**src/rtl/uart_pkg.sv**
```systemverilog
// uart_pkg: shared FSM state type, parity-mode codes and small bit helpers for the UART datapath.
// Latency: none; this file holds only types, constants and combinational functions.
// Backpressure: not applicable.
package uart_pkg;

    typedef enum logic [2:0] {
        ST_IDLE   = 3'd0,
        ST_START  = 3'd1,
        ST_DATA   = 3'd2,
        ST_PARITY = 3'd3,
        ST_STOP   = 3'd4
    } rx_state_t;

    // Parity mode codes; 2'b11 is decoded as "none" by the receiver.
    localparam logic [1:0] PAR_NONE = 2'b00;
    localparam logic [1:0] PAR_EVEN = 2'b01;
    localparam logic [1:0] PAR_ODD  = 2'b10;

    // Smallest data-bit count a frame may carry.
    localparam int DBIT_MIN = 5;

    // Fixed operand width of parity_reduce; callers zero-extend narrower words.
    localparam int PAR_FN_W = 32;

    // XOR-reduce of a zero-extended data word: 1 when it holds an odd number of ones.
    function automatic logic parity_reduce(input logic [PAR_FN_W-1:0] data);
        return ^data;
    endfunction

    // 2-of-3 majority vote.
    function automatic logic maj3(input logic a, input logic b, input logic c);
        return (a & b) | (a & c) | (b & c);
    endfunction

endpackage

```
**src/rtl/uart_baud_gen.sv**
```systemverilog
// uart_baud_gen: free-running oversampling tick generator, one tick every i_dvsr+1 clocks.
// Latency: o_tick is combinational from the counter; a new divisor applies from the next period.
// Backpressure: none; ticks are never stalled.
//
// Ports:
//   i_clk, i_reset_n : clock, asynchronous active-low reset
//   i_dvsr           : divisor; counter runs 0..i_dvsr and ticks at the top count
//   o_tick           : one-clock tick pulse
module uart_baud_gen #(
    parameter int DVSR_W = 11
) (
    input  logic              i_clk,
    input  logic              i_reset_n,
    input  logic [DVSR_W-1:0] i_dvsr,
    output logic              o_tick
);

    logic [DVSR_W-1:0] cnt;
    logic [DVSR_W-1:0] dvsr_q;
    logic [DVSR_W-1:0] lim;

    // The divisor is captured on the first count of every period, so a change
    // made mid-period only alters the period that begins after the next wrap.
    // At count 0 the live input is used directly, which also covers the first
    // period after reset and a divisor of 0 (tick every clock).
    assign lim    = (cnt == '0) ? i_dvsr : dvsr_q;
    assign o_tick = (cnt == lim);

    always_ff @(posedge i_clk or negedge i_reset_n) begin
        if (!i_reset_n) begin
            cnt    <= '0;
            dvsr_q <= '0;
        end else begin
            if (cnt == '0) begin
                dvsr_q <= i_dvsr;
            end
            if (o_tick) begin
                cnt <= '0;
            end else begin
                cnt <= cnt + 1'b1;
            end
        end
    end

endmodule

```
**src/rtl/uart_rx_cfg.sv**
```systemverilog
// uart_rx_cfg: UART receiver with runtime frame format (5..DBIT_MAX data bits, none/even/odd parity, 1/2 stop bits).
// Latency: word and flags appear one clock after the last stop-bit sample (2 further clocks of rx synchronizer).
// Backpressure: one-word valid/ready output register; a frame completing while it is stalled is dropped and o_overrun pulses.
//
// Ports:
//   i_clk, i_reset_n      : clock, asynchronous active-low reset
//   i_dvsr                : baud divisor, one oversampling tick every i_dvsr+1 clocks
//   i_dbits               : data bits per frame, clamped to 5..DBIT_MAX
//   i_parity              : 00 none, 01 even, 10 odd, 11 none
//   i_two_stop            : 1 selects two stop bits
//   i_rx                  : asynchronous serial line, idle high
//   o_data                : received word, right-aligned, unused upper bits zero
//   o_valid / i_ready     : output handshake
//   o_parity_err          : parity mismatch, qualified by o_valid
//   o_frame_err           : a stop bit sampled low, qualified by o_valid
//   o_overrun             : one-clock pulse when a completed frame is discarded
//
// Build option: define UART_RX_MAJORITY_EN to decide each bit by a 2-of-3 vote of
// the samples at ticks C-2, C-1 and C around the nominal sample tick C.
module uart_rx_cfg
    import uart_pkg::*;
#(
    parameter int DBIT_MAX = 8,
    parameter int SB_TICK  = 16,
    parameter int DVSR_W   = 11
) (
    input  logic                          i_clk,
    input  logic                          i_reset_n,
    input  logic [DVSR_W-1:0]             i_dvsr,
    input  logic [$clog2(DBIT_MAX+1)-1:0] i_dbits,
    input  logic [1:0]                    i_parity,
    input  logic                          i_two_stop,
    input  logic                          i_rx,
    output logic [DBIT_MAX-1:0]           o_data,
    output logic                          o_valid,
    input  logic                          i_ready,
    output logic                          o_parity_err,
    output logic                          o_frame_err,
    output logic                          o_overrun
);

    localparam int DB_W = $clog2(DBIT_MAX + 1);
    localparam int N_W  = (DBIT_MAX > 1) ? $clog2(DBIT_MAX) : 1;
    localparam int S_W  = $clog2(SB_TICK);

    // Sample points within a bit: mid-start-bit, then one full bit period apart.
    localparam logic [S_W-1:0] S_HALF = S_W'(SB_TICK / 2 - 1);
    localparam logic [S_W-1:0] S_LAST = S_W'(SB_TICK - 1);

    logic                rx_meta;
    logic                rx_sync;
    logic                tick;
    logic                bit_val;

    rx_state_t           state;
    logic [S_W-1:0]      s;
    logic [N_W-1:0]      n;
    logic [N_W-1:0]      dlast_q;
    logic [1:0]          par_q;
    logic                two_stop_q;
    logic                second_stop_q;
    logic [DBIT_MAX-1:0] shreg;
    logic                par_err_q;
    logic                frame_err_q;

    logic [DB_W-1:0]     dbits_eff;
    logic [N_W-1:0]      dlast_next;
    logic                par_en;
    logic                par_err_next;
    logic                frame_err_next;

    // ------------------------------------------------------------------
    // Line synchronizer; flops reset to the idle (high) level.
    // ------------------------------------------------------------------
    always_ff @(posedge i_clk or negedge i_reset_n) begin
        if (!i_reset_n) begin
            rx_meta <= 1'b1;
            rx_sync <= 1'b1;
        end else begin
            rx_meta <= i_rx;
            rx_sync <= rx_meta;
        end
    end

    uart_baud_gen #(
        .DVSR_W (DVSR_W)
    ) u_baud_gen (
        .i_clk     (i_clk),
        .i_reset_n (i_reset_n),
        .i_dvsr    (i_dvsr),
        .o_tick    (tick)
    );

    // ------------------------------------------------------------------
    // Bit decision value
    // ------------------------------------------------------------------
`ifdef UART_RX_MAJORITY_EN
    logic [S_W-1:0] c_now;
    logic [1:0]     early_q;

    assign c_now = (state == ST_START) ? S_HALF : S_LAST;

    // Capture the two samples preceding the decision tick; the third vote is
    // the live synchronized value at the decision tick itself.
    always_ff @(posedge i_clk or negedge i_reset_n) begin
        if (!i_reset_n) begin
            early_q <= 2'b11;
        end else if (tick) begin
            if (s == c_now - S_W'(2)) begin
                early_q[0] <= rx_sync;
            end
            if (s == c_now - S_W'(1)) begin
                early_q[1] <= rx_sync;
            end
        end
    end

    assign bit_val = maj3(early_q[0], early_q[1], rx_sync);
`else
    assign bit_val = rx_sync;
`endif

    // ------------------------------------------------------------------
    // Frame-format decode
    // ------------------------------------------------------------------
    always_comb begin
        dbits_eff = i_dbits;
        if (i_dbits < DB_W'(DBIT_MIN)) begin
            dbits_eff = DB_W'(DBIT_MIN);
        end else if (i_dbits > DB_W'(DBIT_MAX)) begin
            dbits_eff = DB_W'(DBIT_MAX);
        end
    end

    // The FSM keeps the index of the last data bit rather than the count.
    assign dlast_next = N_W'(dbits_eff - DB_W'(1));

    assign par_en = (par_q == PAR_EVEN) || (par_q == PAR_ODD);

    // Data ones plus the received parity bit must be even (even mode) or odd (odd mode).
    assign par_err_next = (parity_reduce(PAR_FN_W'(shreg)) ^ bit_val) != (par_q == PAR_ODD);

    assign frame_err_next = frame_err_q | ~bit_val;

    // ------------------------------------------------------------------
    // Receive FSM and output register
    // ------------------------------------------------------------------
    always_ff @(posedge i_clk or negedge i_reset_n) begin
        if (!i_reset_n) begin
            state         <= ST_IDLE;
            s             <= '0;
            n             <= '0;
            dlast_q       <= '0;
            par_q         <= PAR_NONE;
            two_stop_q    <= 1'b0;
            second_stop_q <= 1'b0;
            shreg         <= '0;
            par_err_q     <= 1'b0;
            frame_err_q   <= 1'b0;
            o_data        <= '0;
            o_valid       <= 1'b0;
            o_parity_err  <= 1'b0;
            o_frame_err   <= 1'b0;
            o_overrun     <= 1'b0;
        end else begin
            o_overrun <= 1'b0;
            if (o_valid && i_ready) begin
                o_valid <= 1'b0;
            end

            case (state)
                ST_IDLE: begin
                    if (!rx_sync) begin
                        state      <= ST_START;
                        s          <= '0;
                        dlast_q    <= dlast_next;
                        par_q      <= i_parity;
                        two_stop_q <= i_two_stop;
                    end
                end

                ST_START: begin
                    if (tick) begin
                        if (s == S_HALF) begin
                            if (!bit_val) begin
                                state         <= ST_DATA;
                                s             <= '0;
                                n             <= '0;
                                shreg         <= '0;
                                par_err_q     <= 1'b0;
                                frame_err_q   <= 1'b0;
                                second_stop_q <= 1'b0;
                            end else begin
                                // Line went back high: treat as a glitch.
                                state <= ST_IDLE;
                            end
                        end else begin
                            s <= s + 1'b1;
                        end
                    end
                end

                ST_DATA: begin
                    if (tick) begin
                        if (s == S_LAST) begin
                            s        <= '0;
                            shreg[n] <= bit_val;
                            if (n == dlast_q) begin
                                state <= par_en ? ST_PARITY : ST_STOP;
                            end else begin
                                n <= n + 1'b1;
                            end
                        end else begin
                            s <= s + 1'b1;
                        end
                    end
                end

                ST_PARITY: begin
                    if (tick) begin
                        if (s == S_LAST) begin
                            s         <= '0;
                            par_err_q <= par_err_next;
                            state     <= ST_STOP;
                        end else begin
                            s <= s + 1'b1;
                        end
                    end
                end

                ST_STOP: begin
                    if (tick) begin
                        if (s == S_LAST) begin
                            s <= '0;
                            if (two_stop_q && !second_stop_q) begin
                                second_stop_q <= 1'b1;
                                frame_err_q   <= frame_err_next;
                            end else begin
                                // Return to IDLE at the stop-bit centre so a start
                                // edge arriving right after the stop bit is caught.
                                state <= ST_IDLE;
                                if (!o_valid || i_ready) begin
                                    o_data       <= shreg;
                                    o_parity_err <= par_err_q;
                                    o_frame_err  <= frame_err_next;
                                    o_valid      <= 1'b1;
                                end else begin
                                    o_overrun <= 1'b1;
                                end
                            end
                        end else begin
                            s <= s + 1'b1;
                        end
                    end
                end

                default: begin
                    state <= ST_IDLE;
                    s     <= '0;
                end
            endcase
        end
    end

endmodule

```
**config.mk**
```make
export PLATFORM = sky130hd
export DESIGN_NAME = uart_rx_cfg
export DESIGN_NICKNAME = d
export VERILOG_FILES = /design/src/rtl/uart_pkg.sv /design/src/rtl/uart_baud_gen.sv /design/src/rtl/uart_rx_cfg.sv
export SDC_FILE = /design/constraint.sdc
export NUM_CORES = 1
export LEC_CHECK = 0
export CORE_ASPECT_RATIO = 0.75
export CORE_MARGIN = 5
export CORE_UTILIZATION = 57
export DETAILED_ROUTE_END_ITERATION = 8
export GPL_TIMING_DRIVEN = 0
export PLACE_DENSITY = 0.84
export RECOVER_POWER = 25
export SLEW_MARGIN = 20
export SYNTH_ARGS = -nofsm -noshare
export SYNTH_HDL_FRONTEND = slang
export SYNTH_SLANG_ARGS = --single-unit
```
**constraint.sdc**
```tcl
create_clock -name i_clk -period 3.3 [get_ports i_clk]
set_input_delay 0.66 -clock i_clk [delete_from_list [all_inputs] [get_ports i_clk]]
set_output_delay 0.66 -clock i_clk [all_outputs]
set_load 0.05 [all_outputs]
```
## After elaboration in Yosys (flattened, before gate mapping)

Cells that the tools add are included.
Widths: inputs -> output; s select.

| cells by class | value |
|---|---|
| add/subtract/negate cells | 4 |
| $lt $le $gt $ge | 4 |
| equal/unequal tests | 26 |
| mux-type cells | 65 |
| bitwise gates (word level) | 4 |
| reductions and logical operators | 22 |

Operator list:

| operator | number |
|---|---|
| $mux 3 | 20 |
| $mux 8 | 5 |
| $reduce_xor 32->1 | 1 |
| $ne 2x2->1 const B | 14 |
| $mux 1 | 23 |
| $mux 11 | 2 |
| $mux 4 | 5 |
| $pmux 8 s2 | 1 |
| $pmux 3 s5 | 1 |
| $reduce_and 7->1 | 2 |
| $pmux 4 s3 | 1 |
| $reduce_and 6->1 | 2 |
| $add 11x1->11 const B | 1 |
| $eq 11x11->1 | 1 |
| $logic_not 11->1 | 1 |
| $reduce_and 11->1 | 1 |
| $bwmux 8 | 1 |
| $eq 3x2->1 const B | 2 |
| $pmux 1 s2 | 3 |
| $pmux 3 s2 | 1 |
| $reduce_bool 2->1 | 3 |
| $reduce_and 5->1 | 1 |
| $add 4x1->4 const B | 1 |
| $eq 4x3->1 const B | 1 |
| 25 further kinds | 31 |

| word-level totals | value |
|---|---|
| flip-flop bits (word level) | 63 |
| input port bits | 22 |
| output and inout bits | 12 |
| word-level logic and storage cells | 144 |

## Longest topological paths before layout

| depth | value |
|---|---|
| depth in word-level cells | 8 |
| mapped depth | 13 |
| depth with buffers taken out | 9 |

## By module

A second synthesis with hierarchy kept.

| unflattened totals | value |
|---|---|
| cells, all modules | 350 |
| area total of the unflattened synthesis | 3631.0 um^2 |

Modules (own cells, without submodules):

| module | instances | cells an instance | area each (um^2) | seq. area each (um^2) |
|---|---|---|---|---|
| uart_rx_cfg | 1 | 224 | 2273.4 | 1028.5 |
| uart_baud_gen | 1 | 126 | 1357.6 | 550.5 |

## Worst setup path before layout

Ideal clock, no wire load.

| path | value |
|---|---|
| path kind | reg2reg |
| from | register u_baud_gen.cnt[0] |
| to | register o_data[6] |
| library setup time | 0.128 ns |
| arrival time | 2.735 ns |
| data required time | 3.172 ns |
| path slack | 0.437 ns |
| stages on the path, launching flop included | 12 |
| path buffers | 2 |
| clock period less this slack | 2.863 ns |
| cells stage by stage | dfrtp_1 > clkbuf_1 > inv_1 > ha_1 > nor4b_4 > nand3_1 > or3_1 > a2111oi_2 > and3_1 > buf_6 > nand4_4 > mux2_1 |

| on the way | value |
|---|---|
| cells in the longest elaborated chain, start to end | 4 |

RTL lines:

| what | RTL line | RTL |
|---|---|---|
| start, declared | uart_baud_gen.sv:18 | `logic [DVSR_W-1:0] cnt;` |
| start signal, assigned | uart_baud_gen.sv:40 | `cnt <= cnt + 1'b1;` |
| $logic_not 11->1 | uart_baud_gen.sv:26 | `assign lim = (cnt == '0) ? i_dvsr : dvsr_q;` |
| $mux 11 | uart_baud_gen.sv:26 |  |
| $eq 11x11->1 * | uart_baud_gen.sv:27 | `assign o_tick = (cnt == lim);` |
| $reduce_and 5->1 (no line) * | -- |  |
| end signal, assigned | uart_rx_cfg.sv:243 | `o_data <= shreg;` |
| end, declared | uart_rx_cfg.sv:34 | `output logic [DBIT_MAX-1:0] o_data,` |

Mark *: on every way between the ends. The rest lies on a longest branch, timed or not.
A chain may end at the register's enable or synchronous reset.

## Final worst setup path

| path | value |
|---|---|
| from | register u_baud_gen.cnt[1] |
| to | register par_err_q |

| on the way | value |
|---|---|
| cells in the longest elaborated chain, start to end | 5 |
| elaborated cells between the ends (all ways) | 6 |
| those cells by class | eq/ne: 3; mux: 1; reduce/logical: 2 |

RTL lines:

| what | RTL line | RTL |
|---|---|---|
| $logic_not 11->1 | uart_baud_gen.sv:26 |  |
| $mux 11 | uart_baud_gen.sv:26 |  |
| $eq 11x11->1 * | uart_baud_gen.sv:27 |  |
| $ne 2x2->1 (no line) | -- |  |
| $reduce_and 6->1 (no line) * | -- |  |
| end signal, assigned | uart_rx_cfg.sv:223 | `par_err_q <= par_err_next;` |
| end, declared | uart_rx_cfg.sv:63 | `logic par_err_q;` |

Marks and branches as above.

==> metrics <==
status=finished with violations; violated checks=max-capacitance violations, max-slew violations; Max Cap Viol=1; DRT antenna net count=0; CTS root buf=clkbuf_8; hold_buf cts=0; crit-path cells=inv_1, ha_1, or4b_1, o31ai_2, a21oi_1, a2111oi_2, and3_1, buf_6, buf_4, o21ai_0, a32o_1; Cell Pwr Density=approximately 530 nW/um2; vias post-DR=3,008; GR Util All Layers=a little under a quarter; via/cell ratio=6.21; Hold Vio Cnt, Final=0; Clk pwr share=26.3%; critical path type=flop to flop; initial cell density of the core=59.5%; tightest hold margin=357 ps; Nets=about 430; initial antenna violation count=0; drc violations=0; drt first pass iters=7; syn nets=between 300 and 400; sequential share of power=46.2%; fill count=442; VDD IR-drop max=between 0.3 and 0.4 mV; internal power=1430 uW; Seq/Total Area, Yosys=45.1%; max_slew headroom=-12.4%; Ys Warns=0; Die W=around 100 um; Top Ports=34; Worst R2R Setup Slack=120 ps; Critical Path Max Stage Delay=530 ps; combinational share of power=27.5%; Syn Area/Cell=9.89 um2; Synth cell types=58; worst reg2reg endpoint=par_err_q$_DFFE_PN0P_; synth top area cells=dfrtp_1, mux2_2, xnor2_1; Top FF cell, synth=dfrtp_1; final wirelength=~8400 um; gpl congestion=0.944; Placeable Area=5890 um2; CP Max Fanout=10; Psw=762 uW; multi-input combinational cell area=1820 um2; leakage power=0.00181 uW; Sink Count=63; initial DRC count=~390; clk_skew=6.10 ps; die area=7830 um2; layout cells sized above 1=between 15 and 20%; slowest cell on the critical path=or4b_1; Post-Synthesis Cells=354; clk_lat worst skew=350 ps; Reg area=approximately 1600 um2; final setup fails=0; n_diodes=0; cell taking the most area after synthesis=dfrtp_1; Pwr Total=2190 uW; Worst EP arrival=roughly 3400 ps; worst slew pin tran=approximately 1700 ps; IO buf count=33; Final Max Slew Viols=33; Rows=24; Sw Share=between 30% and 40%; Worst Hold Class=flop to flop; post-DP HPWL=6020 um; largest net degree at the start of global routing=33; Yosys top cell area share=around 44%; Worst R2R Start=u_baud_gen.cnt[1]$_DFF_PN0_; CP required=between 3000 and 4000 ps; Clk pin slew, worst setup/hold paths=70 ps; Worst setup SP type=flop; crit path launch=u_baud_gen.cnt[1]$_DFF_PN0_; Die Height=roughly 80 um; crit path capture type=flop; Seq cells post-synth=63; crit path to=par_err_q$_DFFE_PN0P_; H-tree levels=3; Worst R2R Path Depth=11; final cell count without fillers=~480; post-synthesis to final-layout area growth=18.9%; CTS tree=built; Synth Cell Area=3500 um2; Final period util=96.2%; WL per Instance=around 17 um; fin crit period=3180 ps; global-route wire length before repair=14,000 um; Placed Instances=approximately 470; ys async rst share=100%; CTS buffer count=9; vias in the first global route=2,878; Post-synth EDFFs=0; GRT overflow=0; Longest Clk Path Bufs=2; f_max=315 MHz
-- per-layer routing --
| layer | up-vias | wire [um] | global-route usage [%] |
|---|---|---|---|
| li1 | 1381 | - | - |
| met1 | 1457 | 3810 | 32.5 |
| met2 | 158 | 3710 | 33.0 |
| met3 | 12 | 730 | 6.54 |
| met4 | 0 | 128 | 7.27 |
| met5 | - | 0 | 0 |
-- how the worst min path moves through the flow --
stage / startpoint / end / slack (ps) / depth (start not counted)
after floorplan: rx_meta$_DFF_PN1_ / bit_val$_DFF_PN1_ / 350 / 0
after global placement: rx_meta$_DFF_PN1_ / bit_val$_DFF_PN1_ / 350 / 0
after detailed placement: rx_meta$_DFF_PN1_ / bit_val$_DFF_PN1_ / 350 / 0
after CTS: i_reset_n / u_baud_gen.dvsr_q[8]$_DFF_PN0_ / 240 / 1
after global routing: rx_meta$_DFF_PN1_ / bit_val$_DFF_PN1_ / 360 / 0
final: rx_meta$_DFF_PN1_ / bit_val$_DFF_PN1_ / 360 / 0
-- synth_stat cells, types with 11 or more instances --
cell type,instances
inv_1,18
nand2b_1,11
clkbuf_1,13
nand2_1,27
dfrtp_1,61
mux2_2,20
xnor2_1,18
a21oi_1,11
nand3_1,14
nor2_1,32
o21ai_0,15
-- repair_timing --
action,CTS,global route
resized for setup,3,8
endpoints found under the setup margin,20,35
pin swaps,0,2
setup buffers,1,1
gates cloned,0,1
-- critical path: cells and delay by family, from the launching register on --
kind                     cells  cell delay [ps]
buffers and inverters        3              450
flip-flops                   1              470
adder cells (fa/ha/maj)      1              160
AO/OA/AOI/OAI                5             1210
AND/OR/NAND/NOR              2              770
-- power by group through the flow --
| stage | registers [uW] | clock network, uW | logic, uW |
|---|---|---|---|
| 3_5_place_dp | 1010 | 0 | 580 |
| 3_3_place_gp | 1010 | 0 | 556 |
| 5_1_grt | 1030 | 628 | 654 |
| 6_report | 1010 | 577 | 602 |
| 2_1_floorplan | 974 | 0 | 434 |
| 4_1_cts | 998 | 592 | 586 |
-- state kept, by name, indices dropped and copies added (netlist names) --
signal / flops
u_baud_gen.cnt: 11
rx_meta: 1
n: 3
o_frame_err: 1
par_q: 2
two_stop_q: 1
s: 4
o_parity_err: 1
frame_err_q: 1
bit_val: 1
state: 3
o_overrun: 1
dlast_q: 3
o_valid: 1
par_err_q: 1
o_data: 8
shreg: 8
second_stop_q: 1
u_baud_gen.dvsr_q: 11
-- placed cells by master (no fill, tap or decap), types with 4 or more instances in the layout --
cell,count
nor4_1,5
nand2_1,27
clkdlybuf4s50_1,31
o21ai_0,15
and3_1,7
a21oi_1,11
clkbuf_1,12
clkbuf_8,9
o2bb2ai_1,6
nand3_1,13
nand2b_1,11
nand4_1,7
xor2_1,4
nor3_1,5
inv_1,18
mux2_2,20
xnor2_1,18
dfrtp_1,59
ha_1,6
buf_2,5
a31oi_1,4
a211o_1,7
nor2_1,32
-- cell families after synthesis --
logic type / count (synthesis) / synth area share, %
simple gates: 127 / 19.5
flops: 63 / 45.1
compound gates: 74 / 15.5
buf+inv: 38 / 4.57
xor+xnor: 22 / 5.50
fa+ha+maj: 6 / 2.14
mux: 24 / 7.61
-- area by class of cell --
class | instances | area share, %
multi-input cells | 254 | 43.6
flip-flops and latches | 63 | 38.0
repair buffers | 36 | 8.26
clock buffers | 10 | 3.06
well taps | 78 | 2.34
plain buffers | 19 | 2.19
inverters | 18 | 1.62
clock inverters | 6 | 0.901
-- through the flow --
step                setup slack (ps)  area (um2)  setup TNS [ps]  utilization [%]
floorplan                        437        3500               0                -
global placement                -472        3930          -30190             66.8
detailed placement              -133        3950           -1070             67.0
CTS                             22.6        4130               0             70.1
global route                   -6.59        4160           -6.59             70.7
finish                           124        4160               0             70.7
Power figures use the tool's default switching activity.
